==> src/rtl/adbg_evq_pkg.sv <==
// Shared types and helpers for the debug status event queue.
// Used by adbg_evq_fifo and adbg_status_evq.
package adbg_evq_pkg;

  localparam int STAT_W = 4;

  typedef struct packed {
    logic [STAT_W-1:0] prev;
    logic [STAT_W-1:0] curr;
  } evt_word_t;

  // Pointer width: one extra MSB beyond the index separates full from empty.
  function automatic int evq_ptr_w(input int depth);
    return $clog2(depth) + 1;
  endfunction

endpackage

==> src/rtl/adbg_evq_fifo.sv <==
// Generic single-clock show-ahead FIFO with registered head data and
// registered occupancy count.
module adbg_evq_fifo
  import adbg_evq_pkg::*;
#(
  parameter int WIDTH = 8,
  parameter int DEPTH = 4
) (
  input  logic                         clk,
  input  logic                         rst,
  input  logic                         push,
  input  logic                         pop,
  input  logic [WIDTH-1:0]             din,
  output logic [WIDTH-1:0]             dout,
  output logic                         full,
  output logic                         empty,
  output logic [evq_ptr_w(DEPTH)-1:0]  count
);

  localparam int PW = evq_ptr_w(DEPTH);
  localparam int AW = PW - 1;

  logic [WIDTH-1:0] mem_q [DEPTH];
  logic [PW-1:0]    wr_ptr_q, wr_ptr_d;
  logic [PW-1:0]    rd_ptr_q, rd_ptr_d;
  logic [PW-1:0]    count_q, count_d;
  logic [WIDTH-1:0] dout_q, dout_d;
  logic             push_ok, pop_ok;

  assign empty = (wr_ptr_q == rd_ptr_q);
  assign full  = (wr_ptr_q[PW-1] != rd_ptr_q[PW-1]) &&
                 (wr_ptr_q[AW-1:0] == rd_ptr_q[AW-1:0]);

  // NOTE: every always_comb output gets a default first so no latch is inferred.
  always_comb begin
    pop_ok   = pop & ~empty;
    push_ok  = push & (~full | pop_ok);
    wr_ptr_d = wr_ptr_q + PW'(push_ok);
    rd_ptr_d = rd_ptr_q + PW'(pop_ok);
    count_d  = wr_ptr_d - rd_ptr_d;
    dout_d   = dout_q;
    // The head register holds its last value once the FIFO drains.
    if (wr_ptr_d != rd_ptr_d) begin
      if (push_ok && (rd_ptr_d == wr_ptr_q)) dout_d = din;
      else                                   dout_d = mem_q[rd_ptr_d[AW-1:0]];
    end
  end

  // NOTE: sequential state uses non-blocking assignments only.
  always_ff @(posedge clk or posedge rst) begin
    if (rst) begin
      wr_ptr_q <= '0;
      rd_ptr_q <= '0;
      count_q  <= '0;
      dout_q   <= '0;
    end else begin
      wr_ptr_q <= wr_ptr_d;
      rd_ptr_q <= rd_ptr_d;
      count_q  <= count_d;
      dout_q   <= dout_d;
    end
  end

  // NOTE: storage is not reset; pointers make stale entries unreachable.
  always_ff @(posedge clk) begin
    if (push_ok) mem_q[wr_ptr_q[AW-1:0]] <= din;
  end

  assign dout  = dout_q;
  assign count = count_q;

endmodule

==> src/rtl/adbg_status_evq.sv <==
// Debug status change-event queue: detects masked changes on a synchronized
// status word and queues {prev, new} events. Optional timestamps: ADBG_EVQ_TIMESTAMP_EN.
module adbg_status_evq
  import adbg_evq_pkg::*;
#(
  parameter int DEPTH    = 4,
  parameter int TS_WIDTH = 8
) (
  input  logic                                CLK,
  input  logic                                RST,
  input  logic [STAT_W-1:0]                   DATA_IN,
  input  logic [STAT_W-1:0]                   EDGE_MASK,
  output logic                                EVT_VALID,
  input  logic                                EVT_READY,
`ifdef ADBG_EVQ_TIMESTAMP_EN
  output logic [2*STAT_W+TS_WIDTH-1:0]        EVT_DATA,
`else
  output logic [2*STAT_W-1:0]                 EVT_DATA,
`endif
  output logic [evq_ptr_w(DEPTH)-1:0]         COUNT,
  output logic                                OVERFLOW,
  input  logic                                CLR_OVF
);

`ifdef ADBG_EVQ_TIMESTAMP_EN
  localparam int DW = 2 * STAT_W + TS_WIDTH;
`else
  localparam int DW = 2 * STAT_W;
`endif

  if ((DEPTH < 2) || ((DEPTH & (DEPTH - 1)) != 0) || (TS_WIDTH < 1)) begin : g_bad_cfg
    $error("adbg_status_evq: DEPTH must be a power of 2 >= 2 and TS_WIDTH >= 1");
  end

  logic [STAT_W-1:0] prev_q, prev_d;
  logic              ovf_q, ovf_d;
  logic              evt, pop, fifo_full, fifo_empty;
  evt_word_t         word;
  logic [DW-1:0]     push_data;

  assign evt  = |((DATA_IN ^ prev_q) & EDGE_MASK);
  assign pop  = ~fifo_empty & EVT_READY;

  always_comb begin
    word.prev = prev_q;
    word.curr = DATA_IN;
    prev_d    = DATA_IN;
    ovf_d     = ovf_q;
    if (CLR_OVF) ovf_d = 1'b0;
    // A drop on the clearing edge still leaves OVERFLOW set.
    if (evt && fifo_full && !pop) ovf_d = 1'b1;
  end

`ifdef ADBG_EVQ_TIMESTAMP_EN
  logic [TS_WIDTH-1:0] ts_q, ts_d;

  always_comb begin
    ts_d      = ts_q + TS_WIDTH'(1);
    push_data = {ts_q, word};
  end

  always_ff @(posedge CLK or posedge RST) begin
    if (RST) ts_q <= '0;
    else     ts_q <= ts_d;
  end
`else
  always_comb begin
    push_data = word;
  end
`endif

  always_ff @(posedge CLK or posedge RST) begin
    if (RST) begin
      prev_q <= '0;
      ovf_q  <= 1'b0;
    end else begin
      prev_q <= prev_d;
      ovf_q  <= ovf_d;
    end
  end

  adbg_evq_fifo #(
    .WIDTH (DW),
    .DEPTH (DEPTH)
  ) u_fifo (
    .clk   (CLK),
    .rst   (RST),
    .push  (evt),
    .pop   (pop),
    .din   (push_data),
    .dout  (EVT_DATA),
    .full  (fifo_full),
    .empty (fifo_empty),
    .count (COUNT)
  );

  assign EVT_VALID = ~fifo_empty;
  assign OVERFLOW  = ovf_q;

endmodule
==> config.mk <==
export PLATFORM = sky130hd
export DESIGN_NAME = adbg_status_evq
export DESIGN_NICKNAME = d
export VERILOG_FILES = /design/src/rtl/adbg_evq_pkg.sv /design/src/rtl/adbg_evq_fifo.sv /design/src/rtl/adbg_status_evq.sv
export SDC_FILE = /design/constraint.sdc
export NUM_CORES = 1
export LEC_CHECK = 0
export ABC_AREA = 1
export CORE_ASPECT_RATIO = 0.9
export CORE_UTILIZATION = 29
export CTS_CLUSTER_DIAMETER = 80
export CTS_CLUSTER_SIZE = 40
export DETAILED_ROUTE_END_ITERATION = 7
export PLACE_DENSITY = 0.58
export SETUP_SLACK_MARGIN = 0.1
export SLEW_MARGIN = 5
export SYNTH_ARGS = -nofsm -noshare
export SYNTH_HDL_FRONTEND = slang
export SYNTH_SLANG_ARGS = --single-unit
==> constraint.sdc <==
create_clock -name CLK -period 3.21 [get_ports CLK]
set_clock_uncertainty 0.1 [all_clocks]
set_input_delay 0.963 -clock CLK [delete_from_list [all_inputs] [get_ports CLK]]
set_output_delay 0.963 -clock CLK [all_outputs]
set_load 0.02 [all_outputs]
== Yosys cells after proc, flatten, opt, wreduce, memory -nomap -nowiden ==
Memory sizes are Yosys's and may differ from the RTL's.
Index checks and enable logic that the tools add are counted.

* Add/sub/neg operators: 3
* Equality and inequality tests: 5
* Mux-type cells: 5
* Bitwise gates (word level): 8
* Reductions and logical operators: 7

{| class="wikitable"
|+ Operators by type and width
! kind !! number
|-
| 2-to-1 mux 8 bit || 1
|-
| adder 3 x 1 -> 3 bit || 2
|-
| equality test 3 bit || 2
|-
| AND 4 bit || 1
|-
| logical AND 1 bit || 4
|-
| 2-to-1 mux 1 bit || 4
|-
| OR reduction 4 bit || 1
|-
| XOR 4 bit || 1
|-
| AND 1 bit || 3
|-
| != test 3 bit || 1
|-
| subtractor 3 bit || 1
|-
| equality test 2 bit || 1
|-
| NOT 1 bit || 2
|-
| nonzero test 2 bit || 1
|-
| logical NOT 1 bit || 1
|-
| != test 1 bit || 1
|-
| bitwise OR 1 bit || 1
|}

* Flip-flop bits (word level): 22
* RAM bits: 32
* Input bits: 12
* Word-level logic and storage cells: 35
* Memories: 1

{| class="wikitable"
|+ Memory list
! name !! words !! width !! rd ports !! clocked after Yosys merged registers in !! write ports !! RTL line !! source
|-
| u_fifo.mem_q || 4 || 8 || 1 || 0 || 1 || adbg_evq_fifo.sv:23 || <nowiki>logic [WIDTH-1:0] mem_q [DEPTH];</nowiki>
|}

== Depth between registers and ports, before layout ==
Gate-level depths: netlist (run 1).

* Depth in word-level cells: 8
* Mapped depth: 18

== Hierarchy ==
Synthesis (run 1) repeated with hierarchy kept, for this count alone.

* Cell total of the unflattened synthesis: 237
* Area, all modules: 2491.1 sq um

{| class="wikitable"
|+ Modules (own cells, without submodules)
! module !! times used !! cells an instance !! area each (sq um) !! seq. area each (sq um)
|-
| adbg_evq_fifo || 1 || 200 || 2235.9 || 1386.3
|-
| adbg_status_evq || 1 || 37 || 255.2 || 125.1
|}

== Worst setup path after synthesis (run 1) ==
Ideal clock, no wire load.

* Kind: input to register
* Start point: input DATA_IN[2]
* End point: register u_fifo.dout_q[0] (netlist: u_fifo.dout[0])
* Setup time: 0.118 ns
* Arrival time: 2.720 ns
* Slack: 0.272 ns
* Stages: 16
* Cells stage by stage: inv_1 nand2_1 nand3_1 nand2_1 inv_1 nand2_1 buf_6 nand2_1 inv_1 ha_1 ha_1 ha_1 nand3_4 inv_4 nand2_1 nand2_1

* Longest elaborated chain between the ends: 6
* Elaborated cells on any way between the ends: 8
* Those cells by class: 1 x add/sub; 1 x eq/ne; 1 x mux; 3 x bitwise; 2 x reduce/logical

{| class="wikitable"
|+ RTL lines
! item !! RTL line !! source
|-
| start: declaration || adbg_status_evq.sv:11 || <nowiki>input logic [STAT_W-1:0] DATA_IN,</nowiki>
|-
| XOR 4 bit || adbg_status_evq.sv:41 || <nowiki>assign evt = |((DATA_IN ^ prev_q) & EDGE_MASK);</nowiki>
|-
| AND 4 bit || adbg_status_evq.sv:41 ||
|-
| OR reduction 4 bit || adbg_status_evq.sv:41 ||
|-
| AND 1 bit || adbg_evq_fifo.sv:37 || <nowiki>push_ok = push & (~full | pop_ok);</nowiki>
|-
| adder 3 x 1 -> 3 bit || adbg_evq_fifo.sv:38 || <nowiki>wr_ptr_d = wr_ptr_q + PW'(push_ok);</nowiki>
|-
| via u_fifo.wr_ptr_d[1] || adbg_evq_fifo.sv:24 || <nowiki>logic [PW-1:0] wr_ptr_q, wr_ptr_d;</nowiki>
|-
| != test 3 bit || adbg_evq_fifo.sv:43 || <nowiki>if (wr_ptr_d != rd_ptr_d) begin</nowiki>
|-
| end signal: assignment || adbg_evq_fifo.sv:60 || <nowiki>dout_q <= dout_d;</nowiki>
|-
| end: declaration || adbg_evq_fifo.sv:27 || <nowiki>logic [WIDTH-1:0] dout_q, dout_d;</nowiki>
|}

The timed path passes the listed nets, and every way through them passes these cells.
A chain may end at the register's enable or synchronous reset.

== Worst setup path after layout (run 1) ==
* Start point: input EDGE_MASK[1]
* End point: register u_fifo.dout_q[3] (netlist: u_fifo.dout[3])

* Longest elaborated chain between the ends: 5
* Elaborated cells on any way between the ends: 7
* Those cells by class: 1 x add/sub; 1 x eq/ne; 1 x mux; 2 x bitwise; 2 x reduce/logical

{| class="wikitable"
|+ RTL lines
! item !! RTL line !! source
|-
| start: declaration || adbg_status_evq.sv:12 || <nowiki>input logic [STAT_W-1:0] EDGE_MASK,</nowiki>
|-
| AND 4 bit || adbg_status_evq.sv:41 ||
|-
| OR reduction 4 bit || adbg_status_evq.sv:41 ||
|-
| AND 1 bit || adbg_evq_fifo.sv:37 ||
|-
| adder 3 x 1 -> 3 bit || adbg_evq_fifo.sv:38 ||
|-
| via u_fifo.wr_ptr_d[2] || adbg_evq_fifo.sv:24 ||
|-
| != test 3 bit || adbg_evq_fifo.sv:43 ||
|}

The timed path passes the listed nets, and every way through them passes these cells.

==> results of run 1 <==
[worst min-delay path: cells and delay by family (launching register included)]
kind,cells,cell delay (ps)
flops,1,350
simple gates,2,120
[what timing repair did]
action                                  CTS  global route
endpoints found under the setup margin    0             9
setup buffers                             0             1
gates resized for setup                   0             9
[cell families after synthesis]
family | Yosys count | share of synthesized area
simple gates | 108 | 0.2005
fa+ha+maj | 7 | 0.03878
xor+xnor | 4 | 0.02041
compound gates | 25 | 0.06735
flops | 54 | 0.6163
buf+inv | 31 | 0.05663
[through the flow]
stage | hold slack, ps | cell area [µm²] | util | cells
after floorplan | 396.0 | 2452 | - | 229
after global placement | 365.8 | 2937 | 0.3622 | 368
after detailed placement | 365.9 | 2937 | 0.3622 | 368
after CTS | 393.3 | 3034 | 0.3743 | 376
after global routing | 417.3 | 3092 | 0.3814 | 378
final | 391.1 | 3092 | 0.3814 | 378
[cells in the final DEF, fill, tap and decap left out]
master           instances
ha_4                     1
clkbuf_8                 5
nand4_1                  8
xnor2_1                  1
dlymetal6s2s_1           4
o21ai_0                 17
nand3_4                  2
nand3_1                 10
nor2_1                  22
inv_6                    2
inv_8                    1
nand2_1                 54
xor2_2                   1
xor2_1                   1
o22a_2                   8
nand2_2                  3
clkinv_4                 1
nor2_2                   1
dfrtp_1                 22
inv_1                   23
edfxtp_1                32
clkinv_2                 1
nand3_2                  4
nor3_1                   4
nor2_4                   1
inv_2                    1
buf_4                   22
ha_1                     5
clkdlybuf4s50_1         20
xnor2_2                  1
fa_1                     1
[per-layer routing]
layer,wire [µm],up-vias,share of wire
li1,-,865,-
met1,2567,818,0.49
met2,2327,43,0.44
met3,322,7,0.061
met4,65,0,0.012
met5,0,-,0
[layout make-up]
cell class              instances  area [µm²]  share of cell area
clock buffers                   5       68.82             0.02226
clock inverters                 3       28.78            0.009308
well taps                      99       123.9             0.04006
multi-input cells             145       839.6              0.2715
repair buffers                 46       415.4              0.1344
inverters                      26       103.9             0.03359
flip-flops and latches         54        1511              0.4889
[cell usage after synthesis, types with 2 or more instances]
master and instances:
nor2_1 22, buf_6 2, nand4_1 8, nand2_2 3
nand2_1 54, inv_1 23, o22a_2 8, dfrtp_1 22
o21ai_0 17, nand3_4 2, nor3_1 4, ha_1 6
nand3_1 13, edfxtp_1 32, buf_2 3
[sequential cells by signal, indices dropped and copies added (netlist names)]
signal,flops
OVERFLOW,1
u_fifo.dout,8
prev_q,4
u_fifo.rd_ptr_q,3
u_fifo.mem_q,32
u_fifo.count,3
u_fifo.wr_ptr_q,3
[path summary, 6_finish.rpt]
path	from	end	slack [ps]	cells after the start
worst max-delay path	EDGE_MASK[1]	u_fifo.dout[3]	270	15
worst min-delay path	u_fifo.dout[2]	u_fifo.dout[2]	390	2
worst max register to register	u_fifo.wr_ptr_q[0]	u_fifo.dout[7]	580	16
worst min register to register	u_fifo.dout[2]	u_fifo.dout[2]	390	2
max in group asynchronous	RST	u_fifo.wr_ptr_q[0]	1890	3
min in group asynchronous	RST	u_fifo.rd_ptr_q[2]	880	3
==> key figures, run 1 <==
Status
  • Status: complete, no violations

Synth
  • Async SR Flop Fraction: 0.4074
  • Register area share after synthesis: 0.6163
  • Syn Area/Cell: 10.71 µm²
  • Top area cells in the synthesized netlist: edfxtp_1, dfrtp_1, nand2_1
  • Synth Instances: 229
  • Ys Warns: 0
  • Post-synth cell types: 25
  • Post-synth EDFFs: 32
  • Post-synth top area share: 0.3918
  • Synth area leader: edfxtp_1
  • Flops & latches, synth: 54
  • Mapped Nets: 248
  • Ys flop type: edfxtp_1
  • Mapped Area: 0.002452 mm²

Finish
  • Layout cells sized above 1: 0.1971
  • Filler Cells Inserted: 776
  • Post-layout nets: 297
  • Area Growth Syn to Fin: 26.07%
  • Antenna diode count: 0

Die
  • Die H: 89.24 µm
  • Initial Utilization: 0.3025
  • Core area: 0.008107 mm²
  • Die footprint: 0.008829 mm²
  • IO Pins: 25
  • Row count: 31
  • Die width: 98.93 µm

Place
  • Pre-CTS WS: -229.1 ps
  • Final Wtd Congestion: 0.7683
  • # port buffers: 24
  • Final HPWL DP: 3763 µm

Route
  • WL/cell: 13.98 µm
  • Routed WL: 5283 µm
  • Final ANT Viol Nets: 0
  • Post-route DRC: 0
  • Drt first pass iters: 4
  • DRT iter0 DRCs: 87
  • Via/cell ratio: 4.585
  • Vias: 1733

STA
  • Max-slew violation count: 0
  • Final setup vio count: 0
  • Worst-Margin Slew: 334.6 ps
  • Final min period: 2935 ps
  • Setup WS post-layout: 275.0 ps
  • RSZ-0062 raised after global routing: false
  • Fmax: 340.7 MHz
  • Slew headroom: 0.7752
  • Tcrit/Tclk final: 0.9143
  • Final-report hold violation count: 0
  • Final TNS setup: 0 ps

Global route
  • Global-route wire length before repair: 8480 µm
  • Total gr overflow: 0
  • M2 GR Usage: 0.2053
  • GR peak layer: met2
  • Largest net degree at the start of global routing: 23
  • Met1 usage: 0.1744
  • Met3 Track Usage GR: 0.04066
  • Vias in the first global route: 1628
  • Initial antenna violation count: 0
  • Tot GR Track Use: 0.1308

Run
  • Max Cap Viol: 0

Critical path
  • Crit-path leading delay family: simple AND/OR/NAND/NOR gates
  • CP Cell Sequence: clkdlybuf4s50_1 > nand2_1 > nor2_1 > nor2_1 > nand2_1 > nand2_1 > inv_1 > ha_1 > ha_1 > xor2_2 > xnor2_2 > buf_4 > nand3_4 > nand3_1 > nand2_1
  • Worst Path Required: 3330 ps
  • Most used cell, CP: nand2_1
  • Crit path arrival time: 3050 ps
  • Worst Path Buf+Inv: 3
  • Slowest CP cell: clkdlybuf4s50_1
  • Maximum net fanout on the critical path: 5
  • Worst Setup Start Kind: input port
  • Setup CP Type: input port to flop
  • Max incr delay on CP: 450 ps
  • CP endpoint kind: flop

Clocking
  • Max clock buf depth: 2
  • Sink Count: 54
  • Root Buffer: clkbuf_8
  • H-tree depth: 2
  • CTS Hold Bufs: 0
  • Clock transition at the registers of the reported paths: 100 ps
  • Clk_lat worst skew: 320 ps
  • CTS Buf Count: 5
  • CTS tree: yes

Min path
  • Hold Path Class: flop to flop
Power of run 1 is not shown: default switching activity piles up to over one toggle a cycle in this logic, so the estimate is an artifact.
==> run 2: changes to the inputs <==
--- a/config.mk
+++ b/config.mk
@@ -6,6 +6,7 @@
 export NUM_CORES = 1
 export LEC_CHECK = 0
 export ABC_AREA = 1
+export CAP_MARGIN = 25
 export CORE_ASPECT_RATIO = 0.9
 export CORE_UTILIZATION = 29
 export CTS_CLUSTER_DIAMETER = 80
==> results of run 2 <==
No change in the layout: final DEF, timing and power equal those of run 1.
Power of run 2 is left out for the same reason.
==> run 3: changes to the inputs <==
--- a/config.mk
+++ b/config.mk
@@ -17,4 +17,5 @@
 export SLEW_MARGIN = 5
 export SYNTH_ARGS = -nofsm -noshare
 export SYNTH_HDL_FRONTEND = slang
+export SYNTH_HIERARCHICAL = 1
 export SYNTH_SLANG_ARGS = --single-unit
==> run 3 against run 2 <==
  * Die area is 1.5% higher
  * Routed wire length up 4.3%
  * Hold slack improved by 2.7 ps
  * Register-to-register slack got worse by 220 ps
  * Synthesized cell count grew 3.5%
  * Final cell count rose by 6.9%
  * Worst setup slack got worse by 41 ps
  * Fmax decreased by 1.4%
  * Non-clock buffer count rose by 1
  * Area after synthesis is 1.6% higher
  * Core utilization grew 0.72 points
  * Via count rose by 4.3%
  * Largest cell class unchanged
==> key figures, run 3 <==
Synth
  • Top area cells in the synthesized netlist: edfxtp_1, dfrtp_1, nand2_1 (unchanged)
  • Simple-gate share of the synthesized area: 0.1994 (was 0.2005)
  • Synth area leader: edfxtp_1 (unchanged)
  • Synth top cells by count: nand2_1, inv_1, edfxtp_1, nor2_1, dfrtp_1 (was nand2_1, edfxtp_1, inv_1, dfrtp_1, nor2_1)
  • Post-synthesis mux area share: 0 (unchanged)
  • Post-synth EDFFs: 32 (unchanged)
  • Post-synth cell types: 26 (was 25)
  • Count leader, synth: nand2_1 (unchanged)
  • Synthesized-area fraction occupied by ao, oa, aoi and oai cells: 0.06228 (was 0.06735)
  • Ys flop type: edfxtp_1 (unchanged)
  • Ys Warns: 6 (was 0)
  • Post-synth top area share: 0.3857 (was 0.3918)
  • Register area share after synthesis: 0.6067 (was 0.6163)
  • Largest family of logic cells by synthesized area: simple AND/OR/NAND/NOR gates (unchanged)
  • Area share of xor/xnor cells in the synthesized design: 0.03014 (was 0.02041)
  • Adder-cell area share of the yosys netlist: 0.03817 (was 0.03878)
  • Synth Instances: 237 (was 229)
  • Mapped Area: 0.002491 mm² (was 0.002452 mm²)
  • Mapped Nets: 256 (was 248)
  • Async SR Flop Fraction: 0.4074 (unchanged)
  • Flops & latches, synth: 54 (unchanged)
  • Syn Area/Cell: 10.51 µm² (was 10.71 µm²)

STA
  • Max-slew violation count: 0 (unchanged)
  • Final min period: 2976 ps (was 2935 ps)
  • Final setup vio count: 0 (unchanged)
  • RSZ-0062 raised after global routing: false (unchanged)
  • Setup WS post-layout: 233.8 ps (was 275.0 ps)
  • Hold WS: 393.8 ps (was 391.1 ps)
  • Tcrit/Tclk final: 0.9272 (was 0.9143)
  • Fmax: 336.0 MHz (was 340.7 MHz)
  • Final-report hold violation count: 0 (unchanged)
  • Worst-Margin Slew: 694.8 ps (was 334.6 ps)
  • Slew headroom: 0.5363 (was 0.7752)

Clocking
  • Clock transition at the registers of the reported paths: 100 ps (about the same)
  • H-tree depth: 2 (unchanged)
  • Clk_lat worst skew: 310 ps (was 320 ps)
  • Sink Count: 54 (unchanged)
  • CTS tree: yes (unchanged)
  • Root Buffer: clkbuf_8 (unchanged)
  • CTS Buf Count: 5 (unchanged)
  • Max clock buf depth: 2 (unchanged)
  • Post-CTS setup buffer count: 0 (unchanged)

Finish
  • Final cell count without fillers: 404 (was 378)
  • Area Growth Syn to Fin: 27.67% (was 26.07%)
  • Filler Cells Inserted: 801 (was 776)
  • Antenna diode count: 0 (unchanged)
  • Layout cells sized above 1: 0.1869 (was 0.1971)
  • Max reg flops: 32 (unchanged)
  • Post-layout nets: 307 (was 297)
  • Leading cell type in the layout, fill and taps excluded: nand2_1 (unchanged)
  • Register area: 0.001513 mm² (was 0.001511 mm²)
  • Multi-input logic area: 875.8 µm² (was 839.6 µm²)
  • Most frequent cells in the layout: nand2_1, inv_1, edfxtp_1 (was nand2_1, edfxtp_1, inv_1)

Global route
  • Global-route wire length before repair: 8562 µm (was 8480 µm)
  • Vias in the first global route: 1674 (was 1628)
  • Total gr overflow: 0 (unchanged)
  • Largest net degree at the start of global routing: 18 (was 23)
  • Initial antenna violation count: 0 (unchanged)
  • Tot GR Track Use: 0.1253 (was 0.1308)

Die
  • Die H: 89.93 µm (was 89.24 µm)
  • Initial Utilization: 0.3044 (was 0.3025)
  • Row count: 31 (unchanged)
  • Die footprint: 0.008965 mm² (was 0.008829 mm²)
  • Core area: 0.008184 mm² (was 0.008107 mm²)
  • Die width: 99.70 µm (was 98.93 µm)
  • IO Pins: 25 (unchanged)

Critical path
  • Worst Path Required: 2150 ps (was 3330 ps)
  • Crit path arrival time: 1910 ps (was 3050 ps)
  • CP endpoint kind: output port (was flop)
  • Worst reg2reg setup slack: 360 ps (was 580 ps)
  • Setup CP Type: flop to output port (was input port to flop)
  • Worst r2r src: u_fifo/wr_ptr_q[0] (was u_fifo.wr_ptr_q[0])
  • Maximum net fanout on the critical path: 6 (was 5)
  • Worst-case reg-to-reg path depth: 18 (was 16)
  • Worst Setup Start Kind: flop (was input port)
  • R2r endpoint: u_fifo/dout[2] (was u_fifo.dout[7])

Min path
  • Hold Path Class: flop to flop (unchanged)
  • WHS Path Cells: 2 (unchanged)
  • HP Start: u_fifo/dout[6] (was u_fifo.dout[2])
  • Hold Path Sink: u_fifo/dout[6] (was u_fifo.dout[2])

Run
  • Max Cap Viol: 0 (unchanged)

Status
  • Status: complete, no violations (unchanged)

Place
  • Final Wtd Congestion: 0.8003 (was 0.7683)
  • # port buffers: 24 (unchanged)
  • Post-Place Cells: 394 (was 368)
  • Pre-CTS WS: -189.7 ps (was -229.1 ps)
  • Final HPWL DP: 3963 µm (was 3763 µm)

Route
  • Vias: 1807 (was 1733)
  • Drt first pass iters: 4 (unchanged)
  • Final ANT Viol Nets: 0 (unchanged)
  • DRT iter0 DRCs: 83 (was 87)
  • Routed WL: 5509 µm (was 5283 µm)
  • Post-route DRC: 0 (unchanged)
  • Via/cell ratio: 4.473 (was 4.585)
  • WL/cell: 13.64 µm (was 13.98 µm)
run 3: cell types whose count changed after synthesis, sizes merged:
cell / change
clkinv: -1
xnor2: +1
clkbuf: +2
nand3: -1
xor2: +1
inv: +10
buf: -2
nor2: +2
nand2: -5
nand4: +1
run 3: critical path, stage by stage, from the launching register on:
cell and delay (ps):
dfrtp_2 470, inv_1 130, nand2_1 60, nand2_1 120, nand2_1 110, nor2_2 130
inv_1 50, clkdlybuf4s50_1 520
run 3: metrics by stage:
stage               instance area (µm²)  utilization  TNS [ps]
global placement                   3024       0.3695     -1316
detailed placement                 3024       0.3695     -1580
finish                             3181       0.3886         0
global route                       3181       0.3886         0
CTS                                3113       0.3804         0
floorplan                          2491            -         0
run 3: final cells by class:
| type | count | share of cell area |
|---|---|---|
| Sequential cell | 54 | 0.4756 |
| Multi-Input combinational cell | 145 | 0.2754 |
| Timing Repair Buffer | 47 | 0.1330 |
| Tap cell | 115 | 0.04524 |
| Inverter | 35 | 0.04288 |
| Clock buffer | 5 | 0.02164 |
| Clock inverter | 3 | 0.006294 |
run 3: logic make-up after synthesis:
group           count (synthesis)
compound gates                 25
xor+xnor                        6
fa+ha+maj                       7
buf+inv                        40
flops                          54
simple gates                  105
run 3: what timing repair did:
item,4_1_cts,5_1_grt
hold buffers,0,0
endpoints found under the setup margin,0,9
endpoints found under the hold margin,0,0
resized for setup,0,14
run 3: layer usage:
metal	GRT usage	up-vias	part of all wire
li1	-	886	-
met2	0.2000	42	0.47
met1	0.1724	872	0.48
met5	0	-	0
met3	0.02644	7	0.045
met4	0.03309	0	0.0076
run 3: worst max-delay path by stage:
stage / startpoint / to / slack, ps
2_1_floorplan: DATA_IN[3] / u_fifo/dout[0] / 280
6_report: u_fifo/wr_ptr_q[0] / EVT_VALID / 230
3_3_place_gp: DATA_IN[1] / u_fifo/dout[3] / -170
4_1_cts: DATA_IN[1] / u_fifo/dout[2] / 140
5_1_grt: u_fifo/wr_ptr_q[0] / EVT_VALID / 110
3_5_place_dp: DATA_IN[1] / u_fifo/dout[6] / -190
Power of run 3 is left out for the same reason.
